===== config.mk =====
export PLATFORM = sky130hd
export DESIGN_NAME = ps2_tx_scheduler
export DESIGN_NICKNAME = d
export VERILOG_FILES = /design/src/rtl/ps2_sched_pkg.sv /design/src/rtl/ps2_rr_arbiter.sv /design/src/rtl/ps2_tx_scheduler.sv
export SDC_FILE = /design/constraint.sdc
export NUM_CORES = 1
export LEC_CHECK = 0
export BUFFER_PORTS_ARGS = -buffer_cell sky130_fd_sc_hd__clkbuf_2
export CAP_MARGIN = 20
export CORE_ASPECT_RATIO = 0.6
export CORE_MARGIN = 2
export CORE_UTILIZATION = 40
export DETAILED_ROUTE_END_ITERATION = 10
export GPL_ROUTABILITY_DRIVEN = 0
export PLACE_DENSITY = 0.61
export SLEW_MARGIN = 20
export SYNTH_ARGS = -nofsm -noshare
export SYNTH_HDL_FRONTEND = slang
export SYNTH_HIERARCHICAL = 1
export SYNTH_SLANG_ARGS = --single-unit

===== constraint.sdc =====
create_clock -name clk_25mhz -period 2.6 [get_ports clk_25mhz]
set_input_delay 0.52 -clock clk_25mhz [delete_from_list [all_inputs] [get_ports clk_25mhz]]
set_output_delay 0.52 -clock clk_25mhz [all_outputs]
set_load 0.1 [all_outputs]

===== src/rtl/ps2_sched_pkg.sv =====
// Shared constants and state encoding for the PS/2 transmit scheduler.
// The optional launch timeout is enabled by defining PS2_SCHED_TIMEOUT_EN.
package ps2_sched_pkg;

  localparam int PS2_SCHED_MAX_NREQ          = 8;
  localparam int PS2_SCHED_GAP_DEFAULT       = 12500;   // 500 us at 25 MHz
  localparam int PS2_SCHED_TIMEOUT_DEFAULT   = 250000;  // 10 ms at 25 MHz

  typedef enum logic [2:0] {
    S_IDLE      = 3'd0,
    S_LAUNCH    = 3'd1,
    S_WAIT_BUSY = 3'd2,
    S_SENDING   = 3'd3,
    S_GAP       = 3'd4
  } sched_state_e;

endpackage


===== src/rtl/ps2_rr_arbiter.sv =====
// Combinational round-robin picker: first requester found searching upward
// from last_grant+1, wrapping modulo NREQ.
module ps2_rr_arbiter
  import ps2_sched_pkg::*;
#(
  parameter int NREQ = 2,
  parameter int IDXW = 1
) (
  input  logic [NREQ-1:0] req,
  input  logic [IDXW-1:0] last_grant,
  output logic [NREQ-1:0] pick,
  output logic [IDXW-1:0] pick_idx,
  output logic            any
);

  logic found;

  always_comb begin
    pick     = '0;
    pick_idx = '0;
    found    = 1'b0;
    any      = |req;
    // Upper half of the rotation first, then wrap to the lower half.
    for (int i = 0; i < NREQ; i++) begin
      if (!found && req[i] && (i > int'(last_grant))) begin
        found    = 1'b1;
        pick[i]  = 1'b1;
        pick_idx = IDXW'(i);
      end
    end
    for (int i = 0; i < NREQ; i++) begin
      if (!found && req[i] && (i <= int'(last_grant))) begin
        found    = 1'b1;
        pick[i]  = 1'b1;
        pick_idx = IDXW'(i);
      end
    end
  end

endmodule


===== src/rtl/ps2_tx_scheduler.sv =====
// Shares one ps2_send transmitter between NREQ requesters with round-robin
// grants and an inter-frame gap. Define PS2_SCHED_TIMEOUT_EN for the launch timeout.
module ps2_tx_scheduler
  import ps2_sched_pkg::*;
#(
  parameter int NREQ           = 2,
  parameter int GAP_CYCLES     = PS2_SCHED_GAP_DEFAULT,
  parameter int TIMEOUT_CYCLES = PS2_SCHED_TIMEOUT_DEFAULT
) (
  input  logic              clk_25mhz,
  input  logic              reset,
  input  logic [NREQ-1:0]   req,
  input  logic [8*NREQ-1:0] data,
  output logic [NREQ-1:0]   grant,
  output logic              tx_req,
  output logic [7:0]        tx_data,
  input  logic              tx_busy,
  output logic              active,
  output logic              timeout_err
);

  localparam int IDXW  = (NREQ > 1) ? $clog2(NREQ) : 1;
  localparam int GAP_W = (GAP_CYCLES > 0) ? $clog2(GAP_CYCLES + 1) : 1;

  if (NREQ < 1 || NREQ > PS2_SCHED_MAX_NREQ || GAP_CYCLES < 0 || TIMEOUT_CYCLES < 0)
  begin : g_bad_param
    $error("ps2_tx_scheduler: parameter out of range");
  end

  sched_state_e     state_q, state_d;
  logic [IDXW-1:0]  last_grant_q, last_grant_d;
  logic [7:0]       tx_data_q, tx_data_d;
  logic [GAP_W-1:0] gap_cnt_q, gap_cnt_d;
  logic [NREQ-1:0]  pick;
  logic [IDXW-1:0]  pick_idx;
  logic             any;
  logic             to_fire;

  ps2_rr_arbiter #(.NREQ(NREQ), .IDXW(IDXW)) u_arb (
    .req        (req),
    .last_grant (last_grant_q),
    .pick       (pick),
    .pick_idx   (pick_idx),
    .any        (any)
  );

`ifdef PS2_SCHED_TIMEOUT_EN
  localparam int TO_W = (TIMEOUT_CYCLES > 0) ? $clog2(TIMEOUT_CYCLES + 1) : 1;

  logic [TO_W-1:0] to_cnt_q, to_cnt_d;
  logic            to_err_q, to_err_d;

  // Counter only runs while waiting for busy; any other state clears it.
  always_comb begin
    to_cnt_d = '0;
    to_err_d = to_err_q;
    to_fire  = 1'b0;
    if (state_q == S_WAIT_BUSY && !tx_busy) begin
      if (int'(to_cnt_q) + 1 >= TIMEOUT_CYCLES) begin
        to_fire  = 1'b1;
        to_err_d = 1'b1;
      end else begin
        to_cnt_d = to_cnt_q + TO_W'(1);
      end
    end
  end

  always_ff @(posedge clk_25mhz or posedge reset) begin
    if (reset) begin
      to_cnt_q <= '0;
      to_err_q <= 1'b0;
    end else begin
      to_cnt_q <= to_cnt_d;
      to_err_q <= to_err_d;
    end
  end

  assign timeout_err = to_err_q;
`else
  assign to_fire     = 1'b0;
  assign timeout_err = 1'b0;
`endif

  always_comb begin
    state_d      = state_q;
    last_grant_d = last_grant_q;
    tx_data_d    = tx_data_q;
    gap_cnt_d    = gap_cnt_q;
    unique case (state_q)
      // A frame already on the wire (e.g. after reset) blocks acceptance.
      S_IDLE: begin
        if (!tx_busy && any) begin
          last_grant_d = pick_idx;
          for (int i = 0; i < NREQ; i++) begin
            if (pick[i]) tx_data_d = data[8*i +: 8];
          end
          state_d = S_LAUNCH;
        end
      end
      S_LAUNCH: state_d = S_WAIT_BUSY;
      S_WAIT_BUSY: begin
        if (tx_busy)      state_d = S_SENDING;
        else if (to_fire) state_d = S_IDLE;
      end
      S_SENDING: begin
        if (!tx_busy) begin
          if (GAP_CYCLES == 0) begin
            state_d = S_IDLE;
          end else begin
            state_d   = S_GAP;
            gap_cnt_d = GAP_W'(GAP_CYCLES);
          end
        end
      end
      S_GAP: begin
        if (gap_cnt_q <= GAP_W'(1)) state_d = S_IDLE;
        else                        gap_cnt_d = gap_cnt_q - GAP_W'(1);
      end
      default: state_d = S_IDLE;
    endcase
  end

  always_ff @(posedge clk_25mhz or posedge reset) begin
    if (reset) begin
      state_q      <= S_IDLE;
      last_grant_q <= IDXW'(NREQ - 1);
      tx_data_q    <= 8'h00;
      gap_cnt_q    <= '0;
    end else begin
      state_q      <= state_d;
      last_grant_q <= last_grant_d;
      tx_data_q    <= tx_data_d;
      gap_cnt_q    <= gap_cnt_d;
    end
  end

  // last_grant_q already names the winner during LAUNCH.
  always_comb begin
    grant = '0;
    for (int i = 0; i < NREQ; i++) begin
      grant[i] = (state_q == S_LAUNCH) && (last_grant_q == IDXW'(i));
    end
  end

  assign tx_req  = (state_q == S_LAUNCH);
  assign active  = (state_q != S_IDLE);
  assign tx_data = tx_data_q;

endmodule

==> run_results.csv <==
group,metric,value,unit
global_route,grt_pass1_vias,1184,
cells_and_area,final_util,0.497,
route,drt_pass1_iterations,4,
timing,setup-tns-final,0,ns
synth,async_flop_share,1.00,
synth,yosys_warnings,6,
clock_tree,ctsHoldBuffers,0,
route,routed_via_density,5.62,
clock_tree,cts.sinks,26,
synth,netlist_area,1520,um^2
synth,ys_seq_area_frac,0.430,
synth,synth_seq_cells,26,
floorplanning,die-area,4320,um^2
setup_path,cp-end-kind,"primary output",
timing,max_slew_margin,0.633,
route,route.detailed.drc,0,
synth,synth-edff-count,0,
synth,syn-num-nets,164,
synth,syn_avg_cell_area,10.8,um^2
clock_tree,cts_root_buf,"clkbuf_8",
clock_tree,cts_buffers,3,
cells_and_area,area_growth_syn_to_layout,20.0,%
synth,ys.flop_type,"dfrtp_1",
synth,synth.distinct_cells,46,
power,peakVddDrop,0.740,mV
global_route,antenna_found_initial,0,
cells_and_area,nets,203,
setup_path,path_class,"reg2out",
placed_design,io_buffer_count,32,
timing,worst_pin_slew,0.546,ns
global_route,grt_max_degree,27,
timing,rsz0062_at_grt,"false",
timing,hold_ws,0.273,ns
timing,finalMaxSlewViolations,0,
outcome,status,"complete, no violations",
flow_run,max-cap-violations,0,
clock_tree,clock_path_buffers,2,
power,powerDensity,1290,nW/um^2
clock_tree,cts_tree,"yes",
hold_path,hold_path.class,"in2async",
power,fin_total_pwr,2.35,mW
floorplanning,chipWidth,83.5,um
timing,hold_viol,0,
cells_and_area,layout-drive-gt1-share,0.402,
clock_tree,path_clk_slew,0.09,ns
route,vias,1269,
synth,yosys-top-cells-area,"dfrtp_1 (41%), mux2_2 (13%), o31ai_1 (4.0%)",
timing,fmax,0.454,GHz
clock_tree,h-tree-depth,1,
setup_path,arrival,1.68,ns
route,first_iter_violations,110,
setup_path,worstSetupStartpointType,"flip-flop",
timing,worst_clock_skew,0.00261,ns
floorplanning,die_h,51.7,um
cells_and_area,fill_cells,350,
clock_tree,cts_resized,0,
floorplanning,rows,17,
synth,syn_inst,141,
timing,final.min_clock_period,2.20,ns
global_route,grt_usage,0.169,
setup_path,cp.required,2.08,ns
cells_and_area,layout_commonest_cell,"clkbuf_2",
global_route,grt_first_pass_wirelength,5.74,mm
floorplanning,ios,34,
timing,setup_violations,0,
setup_path,cp_max_fo,8,
floorplanning,initial_core_util,0.415,
floorplanning,coreArea,3660,um^2
clock_tree,worstSkewPairLatency,0.26,ns
clock_tree,post_cts_buffers,0,
placed_design,hpwl,2.62,mm
route,wl_per_cell,15.3,um
power,p_leak,0.801,nW
route,drt-total-wl,3.46,mm
cells_and_area,mostFrequentLayoutCells,"clkbuf_2 (32), dfrtp_1 (25), mux2_2 (17)",
synth,synth_largest_area_cell,"dfrtp_1",
timing,finalCritPeriodShare,0.847,
cells_and_area,antennaDiodeCount,0,
synth,synth_top_area_share,0.413,
global_route,grt-ovfl-total,0,
route,ant_nets,0,
## stage by stage
step	worst slack, ns	cells	cell area (um^2)
floorplan	0.300	141	1530
global placement	0.678	222	1770
detailed placement	0.581	222	1770
CTS	0.378	226	1820
global route	0.281	226	1820
finish	0.397	226	1820
## flip-flops by register name, summed over array words and instances (netlist names)
signal        cells
gap_cnt_q        14
last_grant_q      1
state_q           3
tx_data           8
## power breakdown
part | internal, mW | switching (mW) | leakage (nW) | total [mW]
sequential | 0.564 | 0.184 | 0.309 | 0.749
clock | 0.109 | 0.119 | 0.0228 | 0.228
combinational | 0.376 | 1.00 | 0.469 | 1.38
## cell families after synthesis
group,after synthesis,share of synthesized area
AND/OR/NAND/NOR,42,0.184
buffers and inverters,12,0.0322
AO/OA/AOI/OAI,40,0.202
flip-flops,26,0.430
adder cells (fa/ha/maj),2,0.0165
other,1,0.00247
multiplexers,18,0.133
## layout make-up
| class | count | area [um^2] | share of cell area |
|---|---|---|---|
| multi-input cells | 103 | 825 | 0.453 |
| flip-flops and latches | 26 | 652 | 0.358 |
| repair buffers | 39 | 213 | 0.117 |
| well taps | 47 | 58.8 | 0.0323 |
| clock buffers | 4 | 45.0 | 0.0248 |
| inverters | 7 | 26.3 | 0.0144 |
## cell usage after synthesis, drive strengths merged (5+ instances only)
library cell  number
a21o               5
o21ai              5
inv                7
nor2               7
nand3              6
dfrtp             25
nand2              6
o31ai              8
mux2              17
## metal layers
layer / part of all wire / vias to the layer above / track usage / routed length [um]
met5: 0 / - / 0 / 0
met4: 0.0084 / 0 / 0.0323 / 29
met3: 0.070 / 4 / 0.0476 / 243
met2: 0.44 / 43 / 0.259 / 1510
met1: 0.48 / 614 / 0.241 / 1670
li1: - / 608 / - / -
## worst max-delay path, stage by stage (launching register included)
cell and delay, ns:
dfrtp_1 0.47, nor2_1 0.20, and2_2 0.18, nor2b_4 0.12
clkbuf_2 0.45
## worst paths after layout
path | start | end | slack (ns) | depth (start not counted)
worst max register to register | gap_cnt_q[8]$_DFFE_PP0P_ | gap_cnt_q[8]$_DFFE_PP0P_ | 0.52 | 5
worst min-delay path | reset | tx_data[3]$_DFFE_PP0P_ | 0.27 | 3
min in group clk_25mhz | tx_data[7]$_DFFE_PP0P_ | tx_data[7]$_DFFE_PP0P_ | 0.52 | 1
max in group asynchronous | reset | last_grant_q$_DFFE_PP1P_ | 2.03 | 3
worst min register to register | tx_data[7]$_DFFE_PP0P_ | tx_data[7]$_DFFE_PP0P_ | 0.52 | 1
worst max-delay path | state_q[1]$_DFFE_PP0P_ | grant[0] | 0.40 | 4
Power figures use the tool's default switching activity.
